### src/rtl/softusb_rxfifo.sv
`default_nettype none
// ============================================================================
//  Module   : softusb_rxfifo
//  Purpose  : Packet buffer behind the SoftUSB serial receiver. Received bytes
//             (PID through CRC) are stored in a circular byte RAM. One status
//             entry per packet is committed at EOP. The microcontroller reads
//             committed packets byte by byte and releases them with a pop.
//             Overflowed and empty packets are discarded and counted.
//  Ports    : usb_clk, usb_rst_n         clock / async active-low reset
//             rx_data, rx_valid          received byte stream
//             rx_sync, rx_eop            packet start / end strobes
//             rx_error, rx_pid_error,
//             rx_crc_error               error flags, sampled with rx_eop
//             pkt_valid, pkt_len,
//             pkt_flags                  head packet status
//             rd_en, rd_data, rd_ack     byte read of the head packet
//             pkt_pop                    release the head packet
//             drop_count, drop_clr       saturating discard counter
//  Revision : 1.0  initial release
// ============================================================================
module softusb_rxfifo #(
  parameter int ADDR_W  = 7,   // log2 of data RAM depth
  parameter int STAT_AW = 2    // log2 of status FIFO depth
) (
  input  logic              usb_clk,
  input  logic              usb_rst_n,
  input  logic [7:0]        rx_data,
  input  logic              rx_valid,
  input  logic              rx_sync,
  input  logic              rx_eop,
  input  logic              rx_error,
  input  logic              rx_pid_error,
  input  logic              rx_crc_error,
  output logic              pkt_valid,
  output logic [ADDR_W:0]   pkt_len,
  output logic [2:0]        pkt_flags,
  input  logic              rd_en,
  output logic [7:0]        rd_data,
  output logic              rd_ack,
  input  logic              pkt_pop,
  output logic [7:0]        drop_count,
  input  logic              drop_clr
);

  localparam int DEPTH  = 1 << ADDR_W;
  localparam int SDEPTH = 1 << STAT_AW;

  // Occupancy value meaning "RAM full" and status count meaning "FIFO full".
  localparam logic [ADDR_W:0]  c_full_occ   = {1'b1, {ADDR_W{1'b0}}};
  localparam logic [STAT_AW:0] c_stat_depth = {1'b1, {STAT_AW{1'b0}}};

  typedef enum logic [1:0] {
    IDLE    = 2'd0,
    RECV    = 2'd1,
    DISCARD = 2'd2
  } wstate_t;

  // --------------------------------------------------------------------------
  // State
  // --------------------------------------------------------------------------
  wstate_t             wstate_q;
  logic [ADDR_W:0]     wbase_q;     // commit point
  logic [ADDR_W:0]     wptr_q;      // tentative write pointer
  logic [ADDR_W:0]     len_q;       // bytes of the packet in progress
  logic [ADDR_W:0]     rbase_q;     // start of head packet
  logic [ADDR_W:0]     roff_q;      // read offset within head packet

  logic [7:0]          mem_q [DEPTH];

  logic [ADDR_W:0]     stat_len_q   [SDEPTH];
  logic [2:0]          stat_flags_q [SDEPTH];
  logic [STAT_AW-1:0]  stat_wr_q;
  logic [STAT_AW-1:0]  stat_rd_q;
  logic [STAT_AW:0]    stat_cnt_q;

  logic [7:0]          rd_data_q;
  logic                rd_ack_q;
  logic [7:0]          drop_q;

  // --------------------------------------------------------------------------
  // Write-side decode
  // --------------------------------------------------------------------------
  logic                w_full;
  logic                w_in_recv;
  logic                w_byte_wr;
  logic                w_byte_ovf;
  logic [ADDR_W:0]     w_len_eff;
  logic [ADDR_W:0]     w_wptr_next;
  logic                w_stat_full;
  logic                w_pop;
  logic                w_push;
  logic                w_drop;
  logic                w_rd_ok;
  logic [ADDR_W-1:0]   w_raddr;

  // Fullness deliberately uses the registered rbase, so a same-cycle pop
  // does not free space until the following cycle.
  assign w_full      = ((wptr_q - rbase_q) == c_full_occ);

  // A sync while receiving restarts the packet and masks every other strobe.
  assign w_in_recv   = (wstate_q == RECV) && !rx_sync;
  assign w_byte_wr   = w_in_recv && rx_valid && !w_full;
  assign w_byte_ovf  = w_in_recv && rx_valid &&  w_full;

  // A byte arriving together with EOP is part of the committed length.
  assign w_len_eff   = len_q  + {{ADDR_W{1'b0}}, w_byte_wr};
  assign w_wptr_next = wptr_q + {{ADDR_W{1'b0}}, w_byte_wr};

  assign w_stat_full = (stat_cnt_q == c_stat_depth);
  assign w_pop       = pkt_pop && pkt_valid;

  // A full status FIFO still accepts the push when the head is popped in
  // the same cycle.
  assign w_push      = w_in_recv && rx_eop && !w_byte_ovf &&
                       (w_len_eff != '0) && (!w_stat_full || w_pop);
  assign w_drop      = (w_in_recv && rx_eop && !w_push) ||
                       ((wstate_q == DISCARD) && rx_eop);

  // --------------------------------------------------------------------------
  // Write state machine
  // --------------------------------------------------------------------------
  always_ff @(posedge usb_clk or negedge usb_rst_n) begin
    if (!usb_rst_n) begin
      wstate_q <= IDLE;
      wbase_q  <= '0;
      wptr_q   <= '0;
      len_q    <= '0;
    end else begin
      case (wstate_q)
        IDLE: begin
          if (rx_sync) begin
            wstate_q <= RECV;
            wptr_q   <= wbase_q;
            len_q    <= '0;
          end
        end
        RECV: begin
          if (rx_sync) begin
            // Receiver restarted without EOP: abandon the partial packet.
            wptr_q <= wbase_q;
            len_q  <= '0;
          end else if (w_byte_ovf) begin
            wptr_q   <= wbase_q;
            wstate_q <= rx_eop ? IDLE : DISCARD;
          end else begin
            if (w_byte_wr) begin
              wptr_q <= w_wptr_next;
              len_q  <= w_len_eff;
            end
            if (rx_eop) begin
              wstate_q <= IDLE;
              if (w_push) begin
                wbase_q <= w_wptr_next;
              end else begin
                wptr_q  <= wbase_q;
              end
            end
          end
        end
        DISCARD: begin
          if (rx_eop) begin
            wstate_q <= IDLE;
          end
        end
        default: wstate_q <= IDLE;
      endcase
    end
  end

  // Data RAM: contents are not reset.
  always_ff @(posedge usb_clk) begin
    if (w_byte_wr) begin
      mem_q[wptr_q[ADDR_W-1:0]] <= rx_data;
    end
  end

  // --------------------------------------------------------------------------
  // Status FIFO
  // --------------------------------------------------------------------------
  always_ff @(posedge usb_clk) begin
    if (w_push) begin
      stat_len_q[stat_wr_q]   <= w_len_eff;
      stat_flags_q[stat_wr_q] <= {rx_crc_error, rx_pid_error, rx_error};
    end
  end

  always_ff @(posedge usb_clk or negedge usb_rst_n) begin
    if (!usb_rst_n) begin
      stat_wr_q  <= '0;
      stat_rd_q  <= '0;
      stat_cnt_q <= '0;
    end else begin
      if (w_push) begin
        stat_wr_q <= stat_wr_q + 1'b1;
      end
      if (w_pop) begin
        stat_rd_q <= stat_rd_q + 1'b1;
      end
      stat_cnt_q <= stat_cnt_q + {{STAT_AW{1'b0}}, w_push}
                               - {{STAT_AW{1'b0}}, w_pop};
    end
  end

  assign pkt_valid = (stat_cnt_q != '0);
  assign pkt_len   = pkt_valid ? stat_len_q[stat_rd_q]   : '0;
  assign pkt_flags = pkt_valid ? stat_flags_q[stat_rd_q] : '0;

  // --------------------------------------------------------------------------
  // Read side: only committed bytes are addressed, so no write hazard exists.
  // --------------------------------------------------------------------------
  assign w_rd_ok = rd_en && pkt_valid && !pkt_pop && (roff_q < pkt_len);
  assign w_raddr = rbase_q[ADDR_W-1:0] + roff_q[ADDR_W-1:0];

  always_ff @(posedge usb_clk or negedge usb_rst_n) begin
    if (!usb_rst_n) begin
      rbase_q   <= '0;
      roff_q    <= '0;
      rd_data_q <= '0;
      rd_ack_q  <= 1'b0;
    end else begin
      rd_ack_q <= w_rd_ok;
      if (w_rd_ok) begin
        rd_data_q <= mem_q[w_raddr];
      end
      if (w_pop) begin
        // Unread bytes of the head packet are skipped.
        rbase_q <= rbase_q + pkt_len;
        roff_q  <= '0;
      end else if (w_rd_ok) begin
        roff_q  <= roff_q + 1'b1;
      end
    end
  end

  assign rd_data = rd_data_q;
  assign rd_ack  = rd_ack_q;

  // --------------------------------------------------------------------------
  // Drop counter: clear beats increment, saturates at 255.
  // --------------------------------------------------------------------------
  always_ff @(posedge usb_clk or negedge usb_rst_n) begin
    if (!usb_rst_n) begin
      drop_q <= '0;
    end else if (drop_clr) begin
      drop_q <= '0;
    end else if (w_drop && (drop_q != 8'hFF)) begin
      drop_q <= drop_q + 8'd1;
    end
  end

  assign drop_count = drop_q;

endmodule
`default_nettype wire

### config.mk
export PLATFORM = sky130hd
export DESIGN_NAME = softusb_rxfifo
export DESIGN_NICKNAME = d
export VERILOG_FILES = /design/src/rtl/softusb_rxfifo.sv
export SDC_FILE = /design/constraint.sdc
export NUM_CORES = 1
export LEC_CHECK = 0
export CAP_MARGIN = 20
export CELL_PAD_IN_SITES_DETAIL_PLACEMENT = 0
export CELL_PAD_IN_SITES_GLOBAL_PLACEMENT = 1
export CORE_ASPECT_RATIO = 0.8
export CORE_MARGIN = 8
export CORE_UTILIZATION = 45
export DETAILED_ROUTE_END_ITERATION = 12
export GPL_ROUTABILITY_DRIVEN = 0
export GPL_TIMING_DRIVEN = 1
export PLACE_DENSITY_LB_ADDON = 0.25
export SETUP_SLACK_MARGIN = 0.3
export SYNTH_ARGS = -nofsm -noshare
export SYNTH_HDL_FRONTEND = slang
export SYNTH_SLANG_ARGS = --single-unit
export TNS_END_PERCENT = 5
### constraint.sdc
create_clock -name usb_clk -period 4.96 [get_ports usb_clk]
set_input_delay 0.992 -clock usb_clk [delete_from_list [all_inputs] [get_ports usb_clk]]
set_output_delay 0.992 -clock usb_clk [all_outputs]
set_load 0.01 [all_outputs]
==> results.txt <==
----------------------------------------------------
[Power and ir drop]
  Sequential Power Share ... 0.347
  Switching Share ... 0.331
  Power per Cell Area ... 600 nW/µm²
  Switching Power ... 10400 µW
  Fraction of power consumed by combinational cells ... 0.385
  Clock Power Share ... 0.268
  Max IR drop VDD ... 532 µV
  Internal Pwr Total ... between 20000 and 25000 µW
  P_leak ... 0.0168 µW

[Drt]
  Total detailed-routing wirelength ... between 100000 and 150000 µm
  Wirelength per Cell ... 27.2 µm
  TritonRoute pass-1 iters ... 5
  Post-route ant nets ... 0
  Residual DRC count ... 0
  Vias after detailed routing ... 23400
  Via-to-Cell Ratio ... 5.92
  Number of design-rule violations left by the first detailed-router iteration ... 2286

[Synthesis]
  Main combinational cell family by area after synthesis ... multiplexers
  Number of synthesized register bits ... roughly 1100
  Mean post-synth cell area ... 19.0 µm²
  Post-synthesis adder-cell area fraction ... 0.0119
  Count of yosys warnings during synthesis ... 0
  Xor/xnor share of the synthesized area ... 0.00929
  Number of enable-type register cells in the synthesized netlist ... approximately 1100
  Area fraction in and, or, nand and nor cells after synthesis ... 0.0462
  Complex-gate fraction of the synthesized area ... 0.0399
  Library cells used by synthesis ... 71
  Asr flop ratio synth ... 0.0582
  Netlist area before placement ... 45900 µm²
  Sequential area share after synthesis ... 0.734
  Portion of netlist area occupied by mux cells ... 0.141
  Post-Syn Nets ... 2482
  Synth Instances ... 2421
  Synth Flop Type ... sky130_fd_sc_hd__edfxtp_1

[Clocking]
  Clk sink count ... 1134
  Worst skew pair latency ... 0.70 ns
  H-tree Lvls ... 3
  Clock buffers created by TritonCTS ... 109
  Clock buffer depth ... 3
  Cts hold-fix bufs ... 0
  Clock root buffer ... sky130_fd_sc_hd__clkbuf_16
  TritonCTS clock tree ... built
  Worst-path clk slew ... 0.07 ns

[Setup path]
  CP Launch Type ... flop
  Depth of the worst register-to-register path ... 21
  Start point of the critical path ... wptr_q[4]$_DFFE_PN0P_
  Critical path fanouts, max ... 6
  Required time of the critical path ... 5.54 ns
  Sort of element at the end of the critical path ... flop
  CP Class ... reg2reg
  CP arrival ... 5.11 ns
  Reg2Reg Capture Point ... stat_cnt_q[2]$_DFF_PN0_
  Register-to-Register Setup Slack ... between 0.4 and 0.5 ns
  Startpoint of the lowest-slack register-to-register path ... wptr_q[4]$_DFFE_PN0P_
  Worst setup path end ... stat_cnt_q[2]$_DFF_PN0_

[Global route]
  Vias in the first global route ... 23700
  Wire length of the first global-routing pass ... roughly 160000 µm
  Tot GR Track Use ... 0.190
  Grt ovf ... 0
  Number of antenna violations at the first check in global routing ... 1
  Maximum number of pins on one net before global-route repair ... roughly 100

[Floorplan]
  Die ar. ... 113000 µm²
  Num ports ... 48
  Initial cell density of the core ... 0.455
  Die W ... 373 µm
  Number of rows in the core area ... 104
  Die outline height ... 302 µm
  Placeable core region ... 101000 µm²

[Timing]
  Number of setup violations in the final report ... 0
  Transition time of the tightest slew-check pin ... approximately 1.2 ns
  Worst clock skew ... 0.0316 ns
  Final-report max-slew violation count ... 0
  Sum Neg Setup Slack ... 0 ns
  Worst hold slack ... 0.446 ns
  Final worst-path cycle share ... 0.913
  Relative max-transition margin ... 0.231
  Final-report hold violation count ... 0
  Highest clock frequency the design can meet ... 221 MHz
  Crit path time final ... 4.53 ns
  RSZ-0062 raised after global routing ... no

[Outcome]
  Result of the run ... finished clean

[Finish]
  Area delta synth->final ... 13.6%
  Antenna cells ... 0
  Final core utilization ... 0.517
  Fill cell total of the finished layout ... about 8000
  Share of post-route cells with drive strength above 1 ... 0.224
  Net total in the final layout ... 2593
  Area taken by multi-input logic gates ... 11700 µm²
  FF/Latch Area ... around 34000 µm²

[Worst hold path]
  Hold Path Class ... in2async

[Placed design]
  Hpwl dp ... 65000 µm
  Buffers on Ports ... 47

[Run]
  Total of max-cap violations ... 0

----------------------------------------------------
-- cell usage after synthesis (all sizes together) (6+ instances only) --
cell type	count	area share
nor2b	24	0.0033
nor2	168	0.014
buf	68	0.0084
mux2i	50	0.011
o211ai	8	0.0013
mux2	10	0.0025
a221o	11	0.0024
nand4	9	0.0012
mux4	261	0.13
a211oi	60	0.0098
a21o	10	0.0016
and2	50	0.0069
a22o	7	0.0013
a211o	18	0.0034
o21ai	19	0.0022
xor2	16	0.0032
nor3	6	0.00065
ha	39	0.011
a311o	16	0.0035
inv	38	0.0031
clkbuf	65	0.0053
a31oi	29	0.0040
xnor2	31	0.0061
a22oi	8	0.0013
nand2	139	0.011
a32oi	8	0.0015
dfrtp	66	0.036
nand3	35	0.0038
a21oi	26	0.0029
edfxtp	1068	0.70
-- power by group through the flow --
stage	clock, µW	combinational, µW	sequential, µW
after floorplan	0	8280	11000
after global placement	0	11900	11000
after detailed placement	0	12000	11100
after CTS	8550	12100	10900
after global routing	8930	12900	10900
final	8400	12000	10900
-- worst max-delay path, stage by stage (launching register included) --
cell and delay (ns):
sky130_fd_sc_hd__dfrtp_1 0.41, sky130_fd_sc_hd__ha_4 0.27, sky130_fd_sc_hd__buf_2 0.15, sky130_fd_sc_hd__or2_4 0.26
sky130_fd_sc_hd__a211oi_4 0.29, sky130_fd_sc_hd__o22ai_2 0.15, sky130_fd_sc_hd__o21ai_2 0.17, sky130_fd_sc_hd__inv_2 0.07
sky130_fd_sc_hd__ha_4 0.17, sky130_fd_sc_hd__ha_4 0.19, sky130_fd_sc_hd__xor2_4 0.18, sky130_fd_sc_hd__or3_1 0.33
sky130_fd_sc_hd__a2111o_1 0.37, sky130_fd_sc_hd__o211a_1 0.25, sky130_fd_sc_hd__nand3_2 0.10, sky130_fd_sc_hd__ha_4 0.21
sky130_fd_sc_hd__inv_2 0.06, sky130_fd_sc_hd__ha_4 0.11, sky130_fd_sc_hd__inv_2 0.03, sky130_fd_sc_hd__fa_2 0.36
sky130_fd_sc_hd__xnor2_2 0.15, sky130_fd_sc_hd__xnor2_1 0.12
-- sequential cells by signal, summed over array words and instances, names as in the netlist --
register and flops:
mem_q 1024, wptr_q 8, len_q 8, stat_wr_q 2, stat_rd_q 2, wbase_q 8, rd_ack 1, roff_q 8
rbase_q 8, stat_len_q 32, stat_flags_q 12, wstate_q 2, drop_count 8, stat_cnt_q 3, rd_data 8
-- cell type report --
cell class | instances | area share
timing repair buffer | 133 | 0.0248
multi-input combinational | 1116 | 0.224
clock inverter | 71 | 0.0141
inverter | 38 | 0.00273
clock buffer | 134 | 0.0555
sequential | 1134 | 0.647
tap | 1325 | 0.0318
-- what timing repair did --
item	CTS	global route
pin swaps	3	15
resized for setup	5	16
endpoints found under the setup margin	12	30
buffers inserted	2	14
-- cell usage in the layout (no fill, tap or decap), drive strengths merged, types with 19 or more instances in the layout --
| cell type | Yosys | final |
|---|---|---|
| and2 | 50 | 50 |
| o21ai | 19 | 19 |
| clkbuf | 65 | 134 |
| mux4 | 261 | 261 |
| nor2 | 168 | 168 |
| clkdlybuf4s50 | 0 | 38 |
| clkinv | 0 | 50 |
| xnor2 | 31 | 31 |
| ha | 39 | 39 |
| nor2b | 24 | 24 |
| a211oi | 60 | 60 |
| buf | 68 | 95 |
| mux2i | 50 | 50 |
| inv | 38 | 43 |
| a21oi | 26 | 26 |
| a31oi | 29 | 29 |
| edfxtp | 1068 | 1068 |
| dfrtp | 66 | 66 |
| nand2 | 139 | 139 |
| nand3 | 35 | 35 |
-- worst min-delay path by stage --
stage | slack [ns] | from | to
floorplan | 0.45 | wbase_q[5]$_DFFE_PN0P_ | wbase_q[5]$_DFFE_PN0P_
finish | 0.45 | usb_rst_n | stat_cnt_q[2]$_DFF_PN0_
detailed placement | 0.47 | wbase_q[7]$_DFFE_PN0P_ | wbase_q[7]$_DFFE_PN0P_
global placement | 0.47 | wbase_q[7]$_DFFE_PN0P_ | wbase_q[7]$_DFFE_PN0P_
CTS | 0.42 | usb_rst_n | stat_cnt_q[1]$_DFF_PN0_
global route | 0.50 | usb_rst_n | stat_cnt_q[2]$_DFF_PN0_
-- cell families (layout without fill, tap and decap cells) --
family | Yosys count | count (layout)
flip-flops | 1134 | 1134
AND/OR/NAND/NOR | 462 | 462
multiplexers | 321 | 321
AO/OA/AOI/OAI | 244 | 244
buffers and inverters | 171 | 376
XOR/XNOR | 47 | 47
adder cells (fa/ha/maj) | 42 | 42
-- through the flow --
stage / std cells / worst slack, ns / power (µW) / cell area (µm²)
6_report: 3951 / 0.431 / 31300 / 52200
5_1_grt: 3951 / 0.286 / 32700 / 52200
4_1_cts: 3933 / 0.309 / 31500 / 51900
3_5_place_dp: 3726 / 0.172 / 23000 / 48200
3_3_place_gp: 3726 / 0.215 / 22900 / 48200
2_1_floorplan: 2421 / 0.163 / 19200 / 46100
-- metal layers --
layer  track usage  vias up  wire, µm
met5             0        -         0
met4        0.0377        0      1860
met3        0.0387      137      8170
met2         0.284      850     48200
met1         0.291    12400     49500
li1              -    10000         -
Note: power is estimated with default switching activity, not from simulation.
